$ cat src/rtl/vscale_fetch_queue_pkg.sv
// Shared constants for the vscale decoupled fetch unit.
// Widths, the canonical NOP and the fetch-entry layout.
package vscale_fetch_queue_pkg;

   localparam int          FQ_XPR_LEN    = 32;
   localparam int          FQ_INST_WIDTH = 32;
   localparam logic [31:0] RV_NOP        = 32'h0000_0013;
   localparam logic [31:0] FQ_RESET_PC   = 32'h0000_0200;

   // Entry = {inst, pc, badmem}
   localparam int FQ_ENTRY_W = FQ_INST_WIDTH + FQ_XPR_LEN + 1;

   function automatic int fq_entry_w(input int xlen);
      return FQ_INST_WIDTH + xlen + 1;
   endfunction

endpackage

$ cat src/rtl/vscale_sync_fifo.sv
// Synchronous power-of-two FIFO with flush.
// Flush wins over push and pop; no read bypass.
module vscale_sync_fifo #(
   parameter  int WIDTH = 65,
   parameter  int DEPTH = 4,
   localparam int AW    = $clog2(DEPTH)
) (
   input  logic             clk,
   input  logic             reset_n,
   input  logic             push,
   input  logic [WIDTH-1:0] wdata,
   input  logic             pop,
   input  logic             flush,
   output logic [WIDTH-1:0] rdata,
   output logic             full,
   output logic             empty,
   output logic [AW:0]      count
);

   logic [WIDTH-1:0] mem_q [DEPTH];
   logic [AW-1:0]    wr_ptr_q, wr_ptr_d;
   logic [AW-1:0]    rd_ptr_q, rd_ptr_d;
   logic [AW:0]      count_q, count_d;
   logic             do_push, do_pop;

   assign full    = (count_q == (AW+1)'(DEPTH));
   assign empty   = (count_q == '0);
   assign count   = count_q;
   assign rdata   = mem_q[rd_ptr_q];
   assign do_push = push & ~full & ~flush;
   assign do_pop  = pop & ~empty & ~flush;

   // Pointer and occupancy next-state; flush clears everything.
   always_comb begin
      wr_ptr_d = wr_ptr_q;
      rd_ptr_d = rd_ptr_q;
      count_d  = count_q;
      if (flush) begin
         wr_ptr_d = '0;
         rd_ptr_d = '0;
         count_d  = '0;
      end else begin
         if (do_push) wr_ptr_d = wr_ptr_q + AW'(1);
         if (do_pop)  rd_ptr_d = rd_ptr_q + AW'(1);
         unique case ({do_push, do_pop})
            2'b10:   count_d = count_q + (AW+1)'(1);
            2'b01:   count_d = count_q - (AW+1)'(1);
            default: count_d = count_q;
         endcase
      end
   end

   // Control state register.
   always_ff @(posedge clk or negedge reset_n) begin
      if (!reset_n) begin
         wr_ptr_q <= '0;
         rd_ptr_q <= '0;
         count_q  <= '0;
      end else begin
         wr_ptr_q <= wr_ptr_d;
         rd_ptr_q <= rd_ptr_d;
         count_q  <= count_d;
      end
   end

   // Entry storage; contents are only observed while non-empty.
   always_ff @(posedge clk) begin
      if (do_push) mem_q[wr_ptr_q] <= wdata;
   end

endmodule

$ cat src/rtl/vscale_fetch_queue.sv
// Decoupled prefetching IF stage for vscale.
// Owns the fetch PC and buffers fetched words for decode.
module vscale_fetch_queue
   import vscale_fetch_queue_pkg::*;
#(
   parameter int                 XPR_LEN  = FQ_XPR_LEN,
   parameter int                 DEPTH    = 4,
   parameter logic [XPR_LEN-1:0] RESET_PC = XPR_LEN'(FQ_RESET_PC)
) (
   input  logic                     clk,
   input  logic                     reset_n,
   output logic                     imem_req_valid,
   output logic [XPR_LEN-1:0]       imem_addr,
   input  logic                     imem_wait,
   input  logic [FQ_INST_WIDTH-1:0] imem_rdata,
   input  logic                     imem_badmem_e,
   input  logic                     redirect_valid,
   input  logic [XPR_LEN-1:0]       redirect_pc,
   output logic                     inst_valid,
   input  logic                     inst_ready,
   output logic [FQ_INST_WIDTH-1:0] inst,
   output logic [XPR_LEN-1:0]       inst_pc,
   output logic                     inst_badmem
);

   localparam int AW = $clog2(DEPTH);
   localparam int EW = fq_entry_w(XPR_LEN);

   logic [XPR_LEN-1:0]       fetch_pc_q, fetch_pc_d;
   logic [XPR_LEN-1:0]       req_pc_q, req_pc_d;
   logic                     inflight_q, inflight_d;
   logic                     drop_q, drop_d;
   logic                     accept, resp_done, credit;
   logic [AW:0]              count;
   logic [AW+1:0]            occupancy;
   logic                     push, pop, full, empty;
   logic [EW-1:0]            wdata, rdata;
   logic [FQ_INST_WIDTH-1:0] resp_inst;

   // Credits count queued entries plus the one in flight,
   // so a response always finds a free slot.
   assign occupancy = {1'b0, count}
                    + {{(AW+1){1'b0}}, inflight_q};
   assign credit    = occupancy < (AW+2)'(DEPTH);

   // A redirect flushes the queue, so it never needs credit.
   assign imem_req_valid = credit | redirect_valid;
   assign imem_addr      = redirect_valid ? redirect_pc
                                          : fetch_pc_q;

   assign accept    = imem_req_valid & ~imem_wait;
   assign resp_done = inflight_q & ~imem_wait;

   // Faulting fetches enqueue a NOP tagged as bad.
   assign resp_inst = imem_badmem_e ? RV_NOP : imem_rdata;
   assign wdata     = {resp_inst, req_pc_q, imem_badmem_e};

   assign push = resp_done & ~drop_q & ~redirect_valid
               & ~full;
   assign pop  = inst_valid & inst_ready & ~redirect_valid;

   vscale_sync_fifo #(
      .WIDTH (EW),
      .DEPTH (DEPTH)
   ) u_fifo (
      .clk     (clk),
      .reset_n (reset_n),
      .push    (push),
      .wdata   (wdata),
      .pop     (pop),
      .flush   (redirect_valid),
      .rdata   (rdata),
      .full    (full),
      .empty   (empty),
      .count   (count)
   );

   // Head outputs read as a NOP at PC 0 while the queue is empty.
   assign inst_valid  = ~empty;
   assign inst        = inst_valid
                      ? rdata[EW-1 -: FQ_INST_WIDTH] : RV_NOP;
   assign inst_pc     = inst_valid ? rdata[XPR_LEN:1] : '0;
   assign inst_badmem = inst_valid & rdata[0];

   // Next fetch PC and in-flight/drop tracking.
   always_comb begin
      fetch_pc_d = fetch_pc_q;
      req_pc_d   = req_pc_q;
      inflight_d = inflight_q;
      drop_d     = drop_q;
      if (accept) begin
         fetch_pc_d = imem_addr + XPR_LEN'(4);
         req_pc_d   = imem_addr;
         inflight_d = 1'b1;
         drop_d     = 1'b0;
      end else begin
         if (redirect_valid) fetch_pc_d = redirect_pc;
         if (resp_done) begin
            inflight_d = 1'b0;
            drop_d     = 1'b0;
         end else if (redirect_valid & inflight_q) begin
            // Waited data phase: discard it once it ends.
            drop_d = 1'b1;
         end
      end
   end

   // Fetch-engine state register.
   always_ff @(posedge clk or negedge reset_n) begin
      if (!reset_n) begin
         fetch_pc_q <= RESET_PC;
         req_pc_q   <= '0;
         inflight_q <= 1'b0;
         drop_q     <= 1'b0;
      end else begin
         fetch_pc_q <= fetch_pc_d;
         req_pc_q   <= req_pc_d;
         inflight_q <= inflight_d;
         drop_q     <= drop_d;
      end
   end

endmodule

$ cat config.mk
export PLATFORM = sky130hd
export DESIGN_NAME = vscale_fetch_queue
export DESIGN_NICKNAME = d
export VERILOG_FILES = /design/src/rtl/vscale_fetch_queue_pkg.sv /design/src/rtl/vscale_sync_fifo.sv /design/src/rtl/vscale_fetch_queue.sv
export SDC_FILE = /design/constraint.sdc
export NUM_CORES = 1
export LEC_CHECK = 0
export CORE_UTILIZATION = 40
export DETAILED_ROUTE_END_ITERATION = 10
export PLACE_DENSITY = 0.61
export SLEW_MARGIN = 20
export SYNTH_ARGS = -nofsm -noshare
export SYNTH_HDL_FRONTEND = slang
export SYNTH_SLANG_ARGS = --single-unit
$ cat constraint.sdc
create_clock -name clk -period 7.15 [get_ports clk]
set_input_delay 0.715 -clock clk [delete_from_list [all_inputs] [get_ports clk]]
set_output_delay 0.715 -clock clk [all_outputs]
set_load 0.005 [all_outputs]
; ---- Word level (Yosys, flattened, before mapping)
; Memory sizes are Yosys's and may differ from the RTL's.
; Index checks and enable logic that the tools add are counted.
[word_totals]
inputBits = 70
ramBits = 260
memories = 1
out_inout_bits = 99
ff_bits = 73
[classes]
eq_ne = 3
n_reduce_logical = 6
n_lt_le_gt_ge = 1
n_bitwise = 19
n_mux = 18
addsub = 6
[mem_list]
columns = name, depth, width, read_ports, rd_ports_with_merged_regs, wr, line
row1 = u_fifo.mem_q, 4, 65, 1, 0, 1, vscale_sync_fifo.sv:20  ; logic [WIDTH-1:0] mem_q [DEPTH];
[op_table]
columns = op, count
row1 = 2-to-1 mux 32 bit, 5
row2 = adder 32 x 3 -> 32 bit (second input constant), 1
row3 = bitwise AND 1 bit, 13
row4 = 2-to-1 mux 2 bit, 4
row5 = 2-to-1 mux 1 bit, 7
row6 = one-hot mux 3 bit (2 select lines), 1
row7 = nonzero test 2 bit, 3
row8 = nonzero test 3 bit, 2
row9 = inverter 1 bit, 5
row10 = adder 2 x 1 -> 2 bit (second input constant), 2
row11 = adder 3 x 1 -> 4 bit, 1
row12 = less-than comparator 4 x 3 -> 1 bit (second input constant), 1
row13 = adder 3 x 1 -> 3 bit (second input constant), 1
row14 = equality test 3 bit (second input constant), 1
row15 = logical NOT 3 bit, 1
row16 = 2-to-1 mux 3 bit, 1
row17 = subtractor 3 x 1 -> 3 bit (second input constant), 1
row18 = equality test 2 x 1 -> 1 bit (second input constant), 1
row19 = equality test 2 bit (second input constant), 1
row20 = bitwise OR 1 bit, 1

; ---- Logic depth before layout (Yosys ltp)
; Gate-level depths: netlist of run 1.
[depth]
ltp_word = 10
ltp_mapped = 12

; ---- Hierarchy
; From an unflattened synthesis of run 1, not the netlist that was laid out.
[hier_totals]
hier_cells = 843
area_unflattened_um2 = 13997.2
[modules_own_cells]
columns = mod, area_per_inst_um2, cells_per_inst, n_inst, seq_area_each_um2
row1 = vscale_sync_fifo, 9964.6, 404, 1, 7982.7
row2 = vscale_fetch_queue, 4032.6, 439, 1, 1652.8

; ---- Worst setup path after synthesis of run 1
; OpenSTA, ideal clock, no wires.
[synth_timing]
path_kind = input -> register
from = in redirect_valid
to = mem u_fifo.mem_q[0][0] (enable)
cell_stages = 4
arrival_ns = 3.245
path_buffers = 1
slack_ns = 3.475
cell_sequence = buf_6 -> or4b_1 -> nor2_2 -> and2_1
[synth_via]
elab_chain_cells = 7
[synth_lines]
columns = item, line
row1 = from (decl), vscale_fetch_queue.sv:17  ; input logic redirect_valid,
row2 = inverter 1 bit (*), "vscale_sync_fifo.sv:30, vscale_fetch_queue.sv:58"
row3 = bitwise AND 1 bit, vscale_fetch_queue.sv:58  ; assign push = resp_done & ~drop_q & ~redirect_valid
row4 = bitwise AND 1 bit, vscale_fetch_queue.sv:59  ; & ~full;
row5 = bitwise AND 1 bit, vscale_sync_fifo.sv:30  ; assign do_push = push & ~full & ~flush;
row6 = bitwise AND 1 bit (*), vscale_sync_fifo.sv:30
row7 = 2-to-1 mux 1 bit (*), vscale_sync_fifo.sv:68  ; if (do_push) mem_q[wr_ptr_q] <= wdata;
row8 = 2-to-1 mux 1 bit (implied by the code) (*), vscale_sync_fifo.sv:68
row9 = to (decl), vscale_sync_fifo.sv:20
; Every way passes the cells marked *; elsewhere a longest branch is shown, timed or not.

; ---- Final worst setup path of run 1
[layout_timing]
from = reg u_fifo.count_q[0] (netlist: u_fifo.count[0])
to = out inst_pc[31]
[layout_via]
elab_chain_cells = 2
[layout_lines]
columns = item, line
row1 = from (decl), vscale_sync_fifo.sv:23  ; logic [AW:0] count_q, count_d;
row2 = from (signal assigned), vscale_sync_fifo.sv:62  ; count_q <= count_d;
row3 = logical NOT 3 bit, vscale_sync_fifo.sv:27  ; assign empty = (count_q == '0);
row4 = 2-to-1 mux 32 bit, vscale_fetch_queue.sv:82  ; assign inst_pc = inst_valid ? rdata[XPR_LEN:1] : '0;
row5 = to (decl), vscale_fetch_queue.sv:22  ; output logic [XPR_LEN-1:0] inst_pc,
; Every way passes these cells.

==> flow_summary.ini, run 1 <==
[global_route]
grt_remaining_overflow = 0
grt_pass1_vias = 7678
track_usage_pct = 16.7
antenna_found_initial = 0
grt_max_degree = 74
grt_pass1_wl_um = 44800

[worst_setup_path]
slowest_stage = nor3_1
critPathKind = reg -> out
worstPathCellList = nor3_1 -> inv_2 -> buf_4 -> and2_1 -> clkdlybuf4s50_1
critical_path.top_delay_family = buffers and inverters
cp.buffers_inverters = 3
critical-path-max-stage-delay_ps = 730
crit_path_start_kind = flop
cp-end-kind = output pin
cp.arrival_ps = 3220
critPathMaxFanout = 44
required_ps = 6430

[synth]
synth-main-ff-cell = edfxtp_1
post_synth_instance_area_um2 = 13700
yosysTopAreaCell = edfxtp_1
synth_nets = 877
synth.area.top_cells = edfxtp_1 57%, dfrtp_1 13%, mux4_2 11%
seq_area_frac_synth_pct = 70.1
ys_top_cells_by_count = 260 x edfxtp_1, 72 x dfrtp_1, 69 x and2_1, 65 x mux4_2, 36 x nor2_1
netlist.area_leader.share_pct = 56.8
synth_cells = 801
synth-edff-count = 260
syn_area_per_cell_um2 = 17.2
yosysMostFrequentCell = edfxtp_1
ys_ff_latch = 333
yosysWarnings = 0
ys_async_sr_fraction_pct = 21.9
ys_types = 55

[final_layout]
utilization_pct = 50.7
antenna_cells = 0
fin_area_um2 = 17100
area_delta_synth_final_pct = 24.3
fin_nets = 1053
stdcell_count = 1451
final_layout_size_suffix_gt1_share_pct = 18.1

[power_and_ir_drop]
leakagePower_nw = 5.81
vdd_drop_max_v = 0.000144
p_per_area_nw_per_um2 = 335

[timing]
setup_violations = 0
fin_hold_ws_ps = 161
hold_viol_final = 0
slew_violations = 0
max_freq_mhz = 254
tns_ps = 0
tightest_slew_ps = 1070
period_share_pct = 55.0
period_needed_ps = 3930
relSlewSlack_pct = 28.8
fin_skew_ps = 10.7
rsz0062_at_grt = false

[clock_tree]
cts_made_buffers = 37
cts.sinks = 333
clk_latency_ps = 500
tritoncts = yes
cts_setup_buffers = 0
clkTransAtPathRegs_ps = 60
root_buffer = clkbuf_16
cts_htree_levels = 2
clockBufferDepth = 3
holdBufCountCts = 0
ctsResizeCount = 0

[routing]
dr_total_vias = 7342
avgViaCountPerCell = 5.06
drtPass1Iterations = 5
wirelength_um = 29100
drt_iter0_markers = 480
antenna_left = 0
drc_errors = 0
wl_per_cell_um = 20.0

[die]
io-pin-count = 169
fp.dieW_um = 187
initial_core_util_pct = 40.8
die_area_um2 = 35100
core_area_um2 = 33700
std_cell_rows = 67
die_height_um = 187

[outcome]
status = completed

[placed_design]
placed_area_um2 = 15900
io_buffers = 168
placedCellCount = 1383
gp_congestion = 0.801
dp_hpwl_um = 17100

[job]
cap_violations = 0

[hold_path]
hold_path.class = in -> async
-- path summary, 6_finish.rpt --
kind / startpoint / to / slack (ps) / cells past startpoint
worst max-delay path: u_fifo.count[0] / inst_pc[31] / 3220 / 5
worst min-delay path: reset_n / fetch_pc_q[5] / 160 / 1
worst max register to register: u_fifo.count[0] / u_fifo.count[2] / 4180 / 9
worst min register to register: req_pc_q[17] / u_fifo.mem_q[3][18] / 530 / 0
max in group asynchronous: reset_n / fetch_pc_q[9] / 6360 / 2
min in group clk: req_pc_q[17] / u_fifo.mem_q[3][18] / 530 / 0
-- layer usage --
layer | routed length (um) | vias up | GRT usage, %
met2 | 13600 | 208 | 26.3
met1 | 13500 | 3720 | 24.1
met3 | 1540 | 37 | 3.25
met5 | 0 | - | 0
li1 | - | 3377 | -
met4 | 445 | 0 | 3.85
-- layout make-up --
type,instances,area [um^2]
well taps,448,561
clock inverters,17,188
inverters,22,82.6
multi-input cells,407,3860
flip-flops and latches,333,9640
clock buffers,48,977
repair buffers,176,1780
fillers,2836,16600
-- registers in the layout (all words and copies together), names as in the netlist --
name	count
inflight_q	1
u_fifo.rd_ptr_q	2
u_fifo.wr_ptr_q	2
req_pc_q	32
fetch_pc_q	32
drop_q	1
u_fifo.mem_q	260
u_fifo.count	3
-- metrics by stage --
step / power, mW / setup WS (ps)
floorplan: 3.19 / 3470
global placement: 3.95 / 3420
detailed placement: 3.96 / 3420
CTS: 5.80 / 2880
global route: 5.99 / 3050
finish: 5.72 / 3220
-- power by group --
part	total, mW	internal [mW]	switching [mW]	leakage [nW]
logic	1.42	0.818	0.606	2.02
registers	2.47	2.31	0.159	3.21
clock network	1.83	1.11	0.720	0.572
-- kinds of logic after synthesis --
logic type,Yosys count,share of synthesized area [%]
AO/OA/AOI/OAI,45,2.27
XOR/XNOR,33,2.10
multiplexers,105,13.8
adder cells (fa/ha/maj),6,0.601
flip-flops,333,70.1
buffers and inverters,61,1.97
AND/OR/NAND/NOR,218,9.18
-- placed cells by master, fill, tap and decap left out, drive strengths merged, types with 3 or more instances in the layout --
master / n
edfxtp: 260
clkdlybuf4s50: 166
dfrtp: 72
and2: 69
mux4: 65
clkbuf: 48
nor2: 37
nand2: 35
nor2b: 31
xnor2: 25
mux2: 24
inv: 22
a21oi: 19
mux2i: 16
clkinv: 12
nand3: 10
buf: 10
xor2: 8
nand4: 7
or2: 6
nor3: 5
o21ai: 5
a31oi: 5
ha: 5
nor4: 5
bufinv: 4
nand3b: 3
nand4b: 3
a211oi: 3
nor4b: 3
(Power assumes the default switching activity.)
==> run 2: changes to the inputs <==
PLACE_DENSITY = 0.63   (was 0.61)
clock period = 3.3 ns   (was 7.15 ns; I/O delays follow)
==> flow_summary.ini, run 2 (synthesized netlist as in run 1, its figures left out) <==
[routing]
drt_iter0_markers = 523
drtPass1Iterations = 4
wl_per_cell_um = 19.9
wirelength_um = 29400
avgViaCountPerCell = 5.00
antenna_left = 0
dr_total_vias = 7388
drc_errors = 0

[timing]
relSlewSlack_pct = 51.4
fin_skew_ps = 17.3
max_freq_mhz = 325
slew_violations = 0
period_share_pct = 93.4
setup_violations = 0
period_needed_ps = 3080
tns_ps = 0
hold_viol_final = 0
rsz0062_at_grt = false
tightest_slew_ps = 729

[clock_tree]
ctsResizeCount = 0
tritoncts = yes
root_buffer = clkbuf_16
clk_latency_ps = 510
holdBufCountCts = 0
cts.sinks = 333
cts_setup_buffers = 0
cts_htree_levels = 2
clkTransAtPathRegs_ps = 60
cts_made_buffers = 37
clockBufferDepth = 3

[die]
core_area_um2 = 33700
die_area_um2 = 35100
io-pin-count = 169
fp.dieW_um = 187
std_cell_rows = 67
die_height_um = 187
initial_core_util_pct = 40.8

[final_layout]
layout_commonest_cell = edfxtp_1
fin_nets = 1079
layout_common_cells = 260 x edfxtp_1, 166 x clkdlybuf4s50_1, 70 x dfrtp_1
area_delta_synth_final_pct = 26.1
top_regs = u_fifo.mem_q (260), fetch_pc_q (32), req_pc_q (32)
largest_reg_flops = 260
final_layout_size_suffix_gt1_share_pct = 20.4
antenna_cells = 0
top_register = u_fifo.mem_q

[worst_setup_path]
worstPathCellList = buf_4 -> mux4_2 -> and2_1 -> clkdlybuf4s50_1
r2r_start = u_fifo.count[0]
cp.arrival_ps = 2750
required_ps = 2970
critical-path-max-stage-delay_ps = 740
cp.buffers_inverters = 2
critPathKind = reg -> out
crit_path_start_kind = flop
cp-startpoint = u_fifo.rd_ptr_q[0]
critPathMaxFanout = 22
cp-end-kind = output pin
slowest_stage = dfrtp_4
critical_path.top_delay_family = flip-flops

[global_route]
grt_pass1_wl_um = 45500
grt_max_degree = 74
grt_pass1_vias = 7803
antenna_found_initial = 0
track_usage_pct = 16.9
grt_remaining_overflow = 0

[outcome]
status = completed

[power_and_ir_drop]
leakagePower_nw = 5.94
vdd_drop_max_v = 0.000344
total_power_mw = 12.4
p_per_area_nw_per_um2 = 714

[job]
cap_violations = 0

[hold_path]
hold_path.class = in -> reg
min_from = redirect_valid

[placed_design]
io_buffers = 168
dp_hpwl_um = 18700
gp_congestion = 0.810
[run 2: cell types whose count changed in the layout (fill, tap and decap cells not counted), sizes merged]
cell / before / now
buf: 10 / 35
bufinv: 4 / 1
clkinv: 12 / 13
clkinvlp: 1 / 3
dlygate4sd3: 0 / 1
inv: 22 / 24
[run 2: area by class of cell]
| cell class | count | area [um^2] |
|---|---|---|
| Clock buffer | 48 | 1010 |
| Clock inverter | 19 | 133 |
| Fill cell | 2763 | 16400 |
| Inverter | 22 | 82.6 |
| Multi-Input combinational cell | 407 | 3860 |
| Sequential cell | 333 | 9640 |
| Tap cell | 448 | 561 |
| Timing Repair Buffer | 202 | 2050 |
[run 2: final timing paths]
path                       cells past startpoint  slack (ps)             endpoint
max                                            4         220          inst_pc[10]
min                                            2         280      u_fifo.count[0]
max reg2reg                                   10         860      u_fifo.count[2]
min reg2reg                                    0         520  u_fifo.mem_q[1][29]
max in group asynchronous                      2        2310   u_fifo.rd_ptr_q[1]
min in group asynchronous                      2         420        fetch_pc_q[4]
[run 2: metrics by stage]
step	instances	hold WS, ps	setup WS (ps)	utilization, %	area [um^2]
floorplan	801	34.4	9.90	-	13700
global placement	1411	494	396	48.0	16200
detailed placement	1411	509	375	48.0	16200
CTS	1478	24.5	137	51.4	17300
global route	1479	293	31.7	51.4	17300
finish	1479	285	219	51.4	17300
[run 2: report_power, final]
part | total [mW] | switching, mW | internal, mW
Clock | 3.82 | 1.58 | 2.24
Sequential | 5.30 | 0.295 | 5.01
Combinational | 3.26 | 1.39 | 1.88
[run 2: routing by layer]
layer | track usage [%] | wire [um] | vias to the layer above
li1 | - | - | 3439
met2 | 27.0 | 13600 | 225
met1 | 24.1 | 13700 | 3687
met4 | 4.25 | 439 | 0
met5 | 0 | 0 | -
met3 | 3.08 | 1600 | 37
